## config.mk

```make
export PLATFORM = sky130hd
export DESIGN_NAME = alu_arbiter
export DESIGN_NICKNAME = d
export VERILOG_FILES = /design/src/rtl/alu_arb_pkg.sv /design/src/rtl/alu_arbiter_rr_pick2.sv /design/src/rtl/alu_arbiter.sv
export SDC_FILE = /design/constraint.sdc
export NUM_CORES = 1
export LEC_CHECK = 0
export CAP_MARGIN = 15
export CORE_MARGIN = 10
export CORE_UTILIZATION = 40
export CTS_CLUSTER_DIAMETER = 200
export DETAILED_ROUTE_END_ITERATION = 8
export PLACE_DENSITY = 0.86
export SYNTH_ARGS = -nofsm -noshare
export SYNTH_HDL_FRONTEND = slang
export SYNTH_SLANG_ARGS = --single-unit
```

## constraint.sdc

```tcl
create_clock -name clk -period 3.7 [get_ports clk]
set_input_delay 0.74 -clock clk [delete_from_list [all_inputs] [get_ports clk]]
set_output_delay 0.74 -clock clk [all_outputs]
set_load 0.05 [all_outputs]
```

## src/rtl/alu_arb_pkg.sv

```systemverilog
// Shared definitions for the two-requester ALU arbiter: FSM state encoding,
// ALU op codes (op[0] doubles as the ALU carry-in) and the requester count.
package alu_arb_pkg;

  typedef enum logic [1:0] {
    IDLE = 2'd0,
    EXEC = 2'd1,
    RESP = 2'd2
  } state_t;

  localparam logic [1:0] ALU_ADD = 2'b00;
  localparam logic [1:0] ALU_SUB = 2'b01;

  localparam int N_REQ = 2;

endpackage

```

## src/rtl/alu_arbiter_rr_pick2.sv

```systemverilog
// Combinational round-robin winner select for two requesters.
// A lone valid requester always wins. Under contention the requester that
// did not win last time wins, giving strict alternation.
module rr_pick2
  import alu_arb_pkg::*;
(
  input  logic [N_REQ-1:0] valid,
  input  logic             last_grant,
  output logic             winner,
  output logic             any_valid
);

  // Pick the winner id and flag whether anyone is asking at all
  always_comb begin
    any_valid = |valid;
    if (valid == 2'b11) begin
      winner = ~last_grant;
    end else begin
      winner = valid[1];
    end
  end

endmodule

```

## src/rtl/alu_arbiter.sv

```systemverilog
// Two-requester valid/ready arbiter in front of one shared combinational ALU.
// Operands of the round-robin winner are registered onto the ALU inputs, the
// ALU result is captured one cycle later and returned to the granted client.
// Optional grant statistics are enabled with the macro ALU_ARB_STATS_EN,
// which adds the saturating outputs gnt_cnt0 and gnt_cnt1.
module alu_arbiter
  import alu_arb_pkg::*;
#(
  parameter int WIDTH = 16,
  parameter int CNT_W = 16
) (
  input  logic                 clk,
  input  logic                 reset,
  input  logic [N_REQ-1:0]     req_valid,
  output logic [N_REQ-1:0]     req_ready,
  input  logic [2*N_REQ-1:0]   req_op,
  input  logic [N_REQ*WIDTH-1:0] req_a,
  input  logic [N_REQ*WIDTH-1:0] req_b,
  output logic [N_REQ-1:0]     rsp_valid,
  input  logic [N_REQ-1:0]     rsp_ready,
  output logic [WIDTH-1:0]     rsp_data,
  output logic                 rsp_cout,
  output logic [1:0]           alu_op,
  output logic [WIDTH-1:0]     alu_i0,
  output logic [WIDTH-1:0]     alu_i1,
  input  logic [WIDTH-1:0]     alu_o,
  input  logic                 alu_cout
`ifdef ALU_ARB_STATS_EN
  ,
  output logic [CNT_W-1:0]     gnt_cnt0,
  output logic [CNT_W-1:0]     gnt_cnt1
`endif
);

  // A zero-width counter makes no sense even when statistics are compiled out
  if (CNT_W < 1) begin : g_bad_cnt_w
    $error("alu_arbiter: CNT_W must be at least 1");
  end

  state_t state;
  state_t state_nxt;
  logic   winner;
  logic   any_valid;
  logic   gnt_id;
  logic   last_grant;
  logic   accept;

  rr_pick2 u_pick (
    .valid      (req_valid),
    .last_grant (last_grant),
    .winner     (winner),
    .any_valid  (any_valid)
  );

  assign accept = (state == IDLE) && any_valid;

  // State register; reset abandons any operation in flight
  always_ff @(posedge clk or posedge reset) begin
    if (reset) begin
      state <= IDLE;
    end else begin
      state <= state_nxt;
    end
  end

  // Next state: one EXEC cycle, then hold RESP until the granted client takes it
  always_comb begin
    state_nxt = state;
    case (state)
      IDLE:    if (any_valid) state_nxt = EXEC;
      EXEC:    state_nxt = RESP;
      RESP:    if (rsp_ready[gnt_id]) state_nxt = IDLE;
      default: state_nxt = IDLE;
    endcase
  end

  // Handshake outputs: ready only to the IDLE winner, response only to the grantee
  always_comb begin
    req_ready = '0;
    rsp_valid = '0;
    if (state == IDLE && any_valid) begin
      req_ready[winner] = 1'b1;
    end
    if (state == RESP) begin
      rsp_valid[gnt_id] = 1'b1;
    end
  end

  // Register the winner's op and operands; they stay put until the next accept
  always_ff @(posedge clk or posedge reset) begin
    if (reset) begin
      alu_op     <= '0;
      alu_i0     <= '0;
      alu_i1     <= '0;
      gnt_id     <= 1'b0;
      last_grant <= 1'b1;
    end else if (accept) begin
      alu_op     <= req_op[2*winner +: 2];
      alu_i0     <= req_a[WIDTH*winner +: WIDTH];
      alu_i1     <= req_b[WIDTH*winner +: WIDTH];
      gnt_id     <= winner;
      last_grant <= winner;
    end
  end

  // Capture the ALU result and carry at the end of the EXEC cycle
  always_ff @(posedge clk or posedge reset) begin
    if (reset) begin
      rsp_data <= '0;
      rsp_cout <= 1'b0;
    end else if (state == EXEC) begin
      rsp_data <= alu_o;
      rsp_cout <= alu_cout;
    end
  end

`ifdef ALU_ARB_STATS_EN
  // Saturating per-requester accept counters
  always_ff @(posedge clk or posedge reset) begin
    if (reset) begin
      gnt_cnt0 <= '0;
      gnt_cnt1 <= '0;
    end else if (accept) begin
      if (!winner && gnt_cnt0 != '1) gnt_cnt0 <= gnt_cnt0 + 1'b1;
      if (winner && gnt_cnt1 != '1) gnt_cnt1 <= gnt_cnt1 + 1'b1;
    end
  end
`endif

endmodule

```

# Word level (Yosys, flattened, before mapping)
# Cells that the tools add are included.
# totals
regBits,55
in_bits,91
output_inout_bits,55
elab_cells,39
# classes
order_cmp,4
eq_ne,5
shifts,3
mux,12
bitwise_logic,1
n_reduce_logical,6
# ops
cell,count
$shiftx A32 B6 Y16,2
$mux W2,4
$pmux W2 S3,1
$mux W1,5
$eq A2 B2 Y1 const B,2
$lt A1 B2 Y1 const B,2
$ne A2 B2 Y1 const B,2
$shiftx A4 B3 Y2,1
$logic_and A1 B1 Y1,3
$demux W1 S1,2
$eq A2 B1 Y1 const B,1
$ge A1 B1 Y1 const B,2
$logic_not A2 Y1,1
$reduce_and A2 Y1,1
$reduce_or A2 Y1,1
$not A1 Y1,1

# Longest topological paths before layout
# logic_depth
word_depth,7
ltp_mapped,6
mapped_depth_nobuf,4

# Cells and area by module
# A second synthesis with hierarchy kept.
# unflattened
hier_cells,165
hier_area_um2,2646.3
# by_module_without_submodules
module,instances,cells_per_inst,area_per_inst_um2
alu_arbiter,1,163,2632.5
rr_pick2,1,2,13.8

# Worst setup path after synthesis
# Ideal clock, no wire load.
# synth_timing
path_kind,in2out
startpoint,in req_valid[1]
endpoint,out req_ready[1]
arrival_ns,1.772
required_time_ns,2.960
slack_ns,1.188
path_stages,3
path_buffers,1
cell_sequence,a21bo_2 buf_2 nor2_1
# synth_via
elab_chain_cells,7
elab_cells_between_ends,10
# synth_rtl
element,line_no,source
from (decl),alu_arbiter.sv:14,"input logic [N_REQ-1:0] req_valid,"
$eq A2 B2 Y1,alu_arbiter_rr_pick2.sv:16,if (valid == 2'b11) begin
$mux W1,alu_arbiter_rr_pick2.sv:16,
$lt A1 B2 Y1 (not written as such) or $ge A1 B1 Y1 (tied branches),alu_arbiter.sv:82,req_ready[winner] = 1'b1;
$logic_and A1 B1 Y1 (not written as such),alu_arbiter.sv:82,
$mux W1 (not written as such),alu_arbiter.sv:82,
$demux W1 S1,alu_arbiter.sv:82,
$mux W2 *,alu_arbiter.sv:81,if (state == IDLE && any_valid) begin
to (decl),alu_arbiter.sv:15,"output logic [N_REQ-1:0] req_ready,"
# Every way passes the cells marked *; elsewhere a longest branch is shown, timed or not.

# Worst setup path in the final report
# Ends and elaborated chain as after synthesis.

==> impl_metrics.env <==
export IMPL_status="complete, no violations"
export IMPL_drc=0
export IMPL_rows=28
export IMPL_instances_no_fill=436
export IMPL_muxShareOfSynthArea=0.0849
export IMPL_place_ws_ps=867
export IMPL_power_leakage_uw=0.00169
export IMPL_avgRoutedWirePerCell_um=18.1
export IMPL_place_congestion=0.751
export IMPL_dieArea_um2=9460
export IMPL_async_flop_share=1.00
export IMPL_post_cts_buffers=0
export IMPL_arrival_ps=1940
export IMPL_grt_pass1_vias=2438
export IMPL_timing_rr_start="state[0]$_DFFE_PP0P_"
export IMPL_yosysTopAreaCellShare=0.566
export IMPL_worstMarginPinSlew_ps=834
export IMPL_ant_nets=0
export IMPL_start_util=0.408
export IMPL_num_antenna_cells=0
export IMPL_syn_num_nets=312
export IMPL_synth_top_family_by_area="compound AO/OA/AOI/OAI gates"
export IMPL_root_buffer="clkbuf_8"
export IMPL_area_growth_synth_to_final_pct=67.5
export IMPL_fin_ws_ps=1020
export IMPL_synth_compound_area_frac=0.171
export IMPL_post_route_min_period_ps=2680
export IMPL_syn_area_um2=2390
export IMPL_yosysSeqAreaShare=0.577
export IMPL_start_kind="input port"
export IMPL_cts_resized=0
export IMPL_reg2reg_setup_slack_ps=1580
export IMPL_hold_viol_final=0
export IMPL_fin_tns_setup_ps=0
export IMPL_finClkSkew_ps=9.51
export IMPL_synth_seq_cells=55
export IMPL_die_w_um=97.3
export IMPL_ys_types=25
export IMPL_synth_edf_count=0
export IMPL_min_to="rsp_data[7]$_DFFE_PP0N_"
export IMPL_cp_required_ps=2960
export IMPL_min_path_cells=1
export IMPL_max_freq_mhz=374
export IMPL_max_slew_margin=0.444
export IMPL_layout_nets=451
export IMPL_synth_top_cell_by_area="dfrtp_1"
export IMPL_yosysWarnings=0
export IMPL_synth_area_leaders="dfrtp_1 57%, mux2_1 8.0%, nand2_1 7.1%"
export IMPL_fillers=474
export IMPL_avgSynthCellArea_um2=10.8
export IMPL_ys_flop_type="dfrtp_1"
export IMPL_critPathMaxFanout=3
export IMPL_synth_most_common_cell="dfrtp_1"
export IMPL_core_area_um2=5850
export IMPL_cts_sinks=55
export IMPL_die_h_um=97.3
export IMPL_synth_commonest_cells="54 x dfrtp_1, 45 x nand2_1, 22 x a21oi_1, 22 x a31oi_1, 17 x mux2_1"
export IMPL_end_kind="primary output"
export IMPL_r2r_end="alu_i0[7]$_DFFE_PP0P_"
export IMPL_r2r_cells=4
export IMPL_vias=2255
export IMPL_final_util=0.684
export IMPL_drive_above_1_share=0.0637
export IMPL_grt_pass1_wl_um=12700
export IMPL_clock_latency_ps=300
export IMPL_rsz0062_at_grt="false"
export IMPL_p_per_area_nw_per_um2=984
export IMPL_tritoncts="built"
export IMPL_synth_xor_area_frac=0
export IMPL_slew_viol_final=0
export IMPL_drtIter0Drc=100
export IMPL_drv_cap=0
export IMPL_cts_buffers=5
export IMPL_grt_usage=0.161
export IMPL_dp_cells=427
export IMPL_io_pins=146
export IMPL_grt_max_degree=56
export IMPL_finalSetupViolCount=0
export IMPL_antenna_found_initial=0
export IMPL_dr_pass1_iters=5
export IMPL_routed_wl_um=7910
export IMPL_hp_class="flip-flop to flip-flop"
export IMPL_numPortBuffers=145
export IMPL_totalPowerFinal_uw=3940
export IMPL_hp_start="rsp_data[7]$_DFFE_PP0N_"
export IMPL_hpwl_um=6280
export IMPL_grt_ovfl_total=0
export IMPL_synthCells=221
export IMPL_peakVddDrop_uv=537
export IMPL_vias_per_cell=5.17
export IMPL_layout_worst_path_cycle_share=0.723
export IMPL_crit_type="input port to primary output"
export IMPL_synth_adder_area_share=0
export IMPL_yosys_area_share_simple=0.125
export IMPL_cts_hold_buf=0
export IMPL_cts_buffer_depth=2
export IMPL_clkTransAtPathRegs_ps=90
export IMPL_htreeDepth=2
## power by group
| part | leakage (uW) | internal, uW | switching, uW |
|---|---|---|---|
| registers | 0.000638 | 914 | 172 |
| clock network | 0.0000515 | 171 | 182 |
| logic | 0.00100 | 881 | 1620 |
| total | 0.00169 | 1970 | 1970 |
## state kept, by name (all words and copies together), names as in the netlist
register / cells
rsp_cout: 1
alu_op: 2
alu_i1: 16
alu_i0: 16
gnt_id: 1
last_grant: 1
rsp_data: 16
state: 2
## metrics by stage
| stage | cell area (um^2) | hold WS (ps) |
|---|---|---|
| after floorplan | 2390 | 508 |
| after global placement | 3880 | 474 |
| after detailed placement | 3880 | 482 |
| after CTS | 3980 | 504 |
| after global routing | 4000 | 515 |
| final | 4000 | 497 |
## how the worst max path moves through the flow
stage | from | end | slack, ps
final | req_valid[1] | req_ready[1] | 1020
after global routing | req_valid[1] | req_ready[1] | 950
after CTS | req_valid[1] | req_ready[1] | 1050
after detailed placement | req_valid[0] | alu_i0[7]$_DFFE_PP0P_ | 870
after global placement | req_valid[0] | gnt_id$_DFFE_PP0P_ | 980
after floorplan | req_valid[1] | req_ready[1] | 1190
## worst max-delay path, stage by stage
cell and delay [ps]:
clkdlybuf4s50_1 480, a21bo_2 250, nor2_1 210, buf_4 250
## cell usage in the layout (no fill, tap or decap), drive strengths merged
master         count
a21bo              1
a21boi             1
a21o               1
a21oi             22
a221o             12
a31oi             22
and3              13
buf                7
clkbuf             8
clkdlybuf4s50    143
dfrtp             54
dfstp              1
inv                3
mux2              18
nand2             45
nand2b             2
nor2               4
o21ai              1
o22ai              1
or2                2
## layout make-up
class / instances / area [um^2] / area share
inverters: 3 / 11.3 / 0.00282
well taps: 75 / 93.8 / 0.0235
repair buffers: 150 / 1510 / 0.377
clock buffers: 8 / 100 / 0.0250
flip-flops and latches: 55 / 1380 / 0.344
multi-input cells: 145 / 908 / 0.227
## layer usage
metal / track usage / share of wire
met1: 0.163 / 0.35
met2: 0.296 / 0.53
met3: 0.0626 / 0.098
met4: 0.0515 / 0.021
met5: 0 / 0
## logic make-up after synthesis
group,after synthesis
DFF,55
AOI/OAI and AO/OA,61
muxes,18
and+or+nand+nor,66
buffers and inverters,21
Note: power is estimated with default switching activity, not from simulation.
==> edit 1 (config.mk and constraints unchanged) <==
The 3 states of `state_t` get a one-hot encoding in 3 bits.
--- a/src/rtl/alu_arb_pkg.sv
+++ b/src/rtl/alu_arb_pkg.sv
@@ -4,6 +4,6 @@
 
-  typedef enum logic [1:0] {
-    IDLE = 2'd0,
-    EXEC = 2'd1,
-    RESP = 2'd2
+  typedef enum logic [2:0] {
+    IDLE = 3'b001,
+    EXEC = 3'b010,
+    RESP = 3'b100
   } state_t;
Check against the original RTL: no difference found for any inputs over 10 cycles, from zero or initial values and one cycle with reset high; not proved beyond that.
==> edit 1 against the original RTL <==
Non-clock buffer count increased by 2; synthesized cell count decreased by 2.7%; final area increased by 7.7%; synthesized area increased by 11%; total power increased by 7.8%; sequential cell count increased by 1; wire length increased by 5.3%; register-to-register slack improved by 0.31 ns; worst setup slack got worse by 0.20 ns; via count increased by 0.84%.
==> edit 1: results <==
group,metric,value,unit
worst_setup_path,max_stage_delay,0.81,ns
clocking,insertion_delay,0.30,ns
clocking,path_clk_slew,0.10,ns
place,port-buffer-count,145,
clocking,cts_setup_buffers,0,
cells_and_area,antenna_cells,0,
synth,ys_seq_area_frac,0.528,
timing,worstMarginPinSlew,0.547,ns
cells_and_area,reg.largest.list,"alu_i0 x16, alu_i1 x16, rsp_data x16",
worst_setup_path,crit_fanout,4,
place,dp_hpwl,6280,um
worst_hold_path,min_path_type,"flop to flop",
synth,ys_top_cells_by_area,"dfrtp_1, a221o_1, nor3_2",
synth,yosysUniqueCellTypes,22,
worst_setup_path,arrival,2.14,ns
global_routing,antenna_found_initial,0,
global_routing,grt_pass1_vias,2490,
global_routing,track_usage,0.156,
cells_and_area,layout-drive-gt1-share,0.206,
power_and_ir_drop,peakVddDrop,0.488,mV
timing,finalClockSkew,0.00697,ns
routing,wl_per_cell,19.3,um
synth,yosys_warnings,0,
global_routing,grt_pass1_wl,12700,um
outcome,status,"finished, final reports clean",
routing,drt_first_pass_iters,4,
worst_hold_path,hold_start,"rsp_data[0]",
worst_setup_path,cp_top_family,"buffers and inverters",
cells_and_area,finalNetCount,444,
synth,postSynth.asyncResetShare,1.00,
clocking,numCtsBuffers,5,
synth,synth_fp_nets,306,
global_routing,grt_max_degree,57,
cells_and_area,fill_cells,501,
routing,drt-initial-drc-count,54,
clocking,cts_resized,0,
place,place_congestion,0.692,
worst_setup_path,crit_start,"state[2]",
power_and_ir_drop,leakage,0.00176,uW
synth,synthTopCellsByCount,"dfrtp_1, nand2_1, a221o_1",
worst_setup_path,crit_slowest_cell,"clkdlybuf4s50_1",
routing,vias_per_cell,5.28,
clocking,clockRootBuffer,"clkbuf_8",
clocking,h-tree-depth,2,
clocking,cts_buffer_depth,2,
worst_setup_path,reg2reg_from,"state[0]",
## edit 1: cell count changes after synthesis, sizes merged, moves of 3 or more
cell	unedited run	this run
a21oi	22	0
nor3b	0	3
a31oi	22	0
nor3	0	34
a221o	12	34
nand2	45	35
and3	13	1
## edit 1: stage by stage
stage | hold slack [ns] | std cells | total power, uW | instance area [um^2] | setup slack (ns)
floorplan | 0.501 | 215 | 2920 | 2660 | 0.600
finish | 0.516 | 431 | 4240 | 4310 | 0.822
global route | 0.531 | 431 | 4450 | 4310 | 0.720
global placement | 0.487 | 422 | 3690 | 4130 | 0.971
CTS | 0.519 | 430 | 4290 | 4290 | 0.810
detailed placement | 0.496 | 422 | 3750 | 4130 | 0.954
## edit 1: final timing paths
path	cells after the start	slack (ns)	end
worst max-delay path	3	0.82	rsp_valid[0]
worst min-delay path	1	0.52	rsp_data[0]
worst max register to register	4	1.89	alu_i0[7]
worst min register to register	1	0.52	rsp_data[0]
max in group asynchronous	3	2.45	last_grant
min in group asynchronous	2	0.69	alu_i0[3]
## edit 1: kinds of logic (layout without fill, tap and decap cells)
| logic type | Yosys count | in the layout | synth area share |
|---|---|---|---|
| buffers and inverters | 24 | 163 | 0.0630 |
| AND/OR/NAND/NOR | 79 | 79 | 0.194 |
| AO/OA/AOI/OAI | 38 | 38 | 0.140 |
| multiplexers | 18 | 18 | 0.0762 |
| flip-flops | 56 | 56 | 0.528 |
## edit 1: routing by layer
layer | vias up | global-route usage | part of all wire
met5 | - | 0 | 0
met4 | 0 | 0.0396 | 0.012
met3 | 8 | 0.0647 | 0.10
met2 | 93 | 0.279 | 0.49
met1 | 1109 | 0.165 | 0.39
li1 | 1064 | - | -
## edit 1: cell type report
type,count,area (um^2),share of cell area
Inverter,3,11.3,0.00261
Clock inverter,3,90.1,0.0209
Timing Repair Buffer,152,1540,0.357
Clock buffer,5,68.8,0.0160
Multi-Input combinational cell,135,1100,0.256
Sequential cell,56,1400,0.326
Tap cell,77,96.3,0.0224
## edit 1: power by group
group | total, uW | switching [uW] | leakage [uW] | internal [uW]
Sequential | 1100 | 174 | 0.000682 | 925
Clock | 537 | 199 | 0.0000784 | 338
Combinational | 2610 | 1630 | 0.00100 | 978
==> edit 2 (config.mk and constraints unchanged) <==
Made on the original files. Build with the macro `ALU_ARB_STATS_EN` defined.
--- a/src/rtl/alu_arbiter.sv
+++ b/src/rtl/alu_arbiter.sv
@@ -5,2 +5,4 @@
 // which adds the saturating outputs gnt_cnt0 and gnt_cnt1.
+`define ALU_ARB_STATS_EN
+
 module alu_arbiter
Behaviour (old outputs only; new: gnt_cnt0 and gnt_cnt1): unchanged (Yosys induction, for registers that start in step).
==> edit 2 against the original RTL <==
Final area rose by 46%; total power rose by 29%; clock skew is 0.0043 ns higher; sequential cell count grew 32; sequential power up 43%; highest routed layer unchanged; worst setup slack worse by 0.30 ns; critical path type unchanged; hold slack lost 0.030 ns; wire length increased by 43%; largest cell class is now flip-flops and latches; synthesized area is 56% higher.
==> edit 2: results <==
group,metric,value,unit
global_routing,grt_util_met3,0.0801,
clocking,numCtsBuffers,9,
global_routing,grt_use_met1,0.180,
place,dp.cells,595,
synth,yosys_warnings,0,
routing,wl_per_cell,18.6,um
cells_and_area,layout-drive-gt1-share,0.110,
synth,synth_fp_nets,408,
cells_and_area,buffers,181,
routing,wl_met1,4280,um
worst_setup_path,crit_slowest_cell,"inv_2",
power_and_ir_drop,pg_clk,630,uW
global_routing,grt_max_degree,59,
cells_and_area,fill_cells,736,
timing,worstMarginPinSlew,0.991,ns
clocking,cts_setup_buffers,0,
place,port-buffer-count,177,
cells_and_area,n_sequential_cell,87,
cells_and_area,multiInputGateArea,1350,um^2
synth,synth_flop_cell,"dfrtp_1",
cells_and_area,multi_input_cells,175,
clocking,cts_buffer_depth,2,
place,place_congestion,0.771,
worst_setup_path,rrSetupSlack,1.37,ns
global_routing,globalRouteMet2Util,0.278,
cells_and_area,clk_share,0.0305,
synth,ys_top_cells_by_area,"dfrtp_1, a222oi_1, mux2_2",
worst_setup_path,max_stage_delay,0.54,ns
global_routing,track_usage,0.164,
routing,vias,3227,
global_routing,grt_pass1_wl,17700,um
power_and_ir_drop,power_switching_share,0.477,
timing,finalClockSkew,0.0138,ns
power_and_ir_drop,peakVddDrop,0.554,mV
cells_and_area,finalNetCount,588,
cells_and_area,nClkBuffers,10,
cells_and_area,nonClockInverterCount,41,
clocking,path_clk_slew,0.09,ns
synth,yosysUniqueCellTypes,35,
power_and_ir_drop,leakage,0.00268,uW
worst_setup_path,crit_fanout,37,
place,pre_cts_slack,0.697,ns
clocking,h-tree-depth,3,
synth,ys_seq_area_frac,0.583,
synth,avgSynthCellArea,11.9,um^2
routing,drt-initial-drc-count,310,
outcome,status,"finished, final reports clean",
routing,wl_met3,1150,um
synth,synthTopCellsByCount,"dfrtp_1, inv_1, a222oi_1",
cells_and_area,seq_share,0.374,
global_routing,grt_pass1_vias,3457,
power_and_ir_drop,powerComb,2900,uW
worst_setup_path,arrival,2.24,ns
cells_and_area,stdcell_count,610,
clocking,insertion_delay,0.35,ns
routing,met2_length,5750,um
timing,timing.fmax,0.336,GHz
cells_and_area,buffer_area_frac,0.313,
routing,drt_first_pass_iters,6,
place,dp_hpwl,8730,um
==> edit 2: logic make-up after synthesis <==
family | synth area share
and+or+nand+nor | 0.122
DFF | 0.583
AOI/OAI and AO/OA | 0.103
adders and majority gates | 0.00670
xor gates and xnor gates | 0.0633
buffers and inverters | 0.0553
muxes | 0.0663
==> edit 2: through the flow <==
step                area [um^2]  power, uW  hold WS (ns)
global placement           5650       4450         0.451
floorplan                  3730       3440         0.444
detailed placement         5650       4500         0.456
finish                     5830       5090         0.467
CTS                        5830       5140         0.470
global route               5830       5360         0.507
==> edit 2: final timing paths <==
| path | start | to | cells after the start |
|---|---|---|---|
| max | req_valid[1] | req_ready[0] | 5 |
| min | last_grant | last_grant | 2 |
| min in group asynchronous | reset | gnt_id | 2 |
| min reg2reg | last_grant | last_grant | 2 |
| max in group asynchronous | reset | gnt_cnt0[0] | 3 |
| max reg2reg | last_grant | gnt_cnt0[9] | 6 |
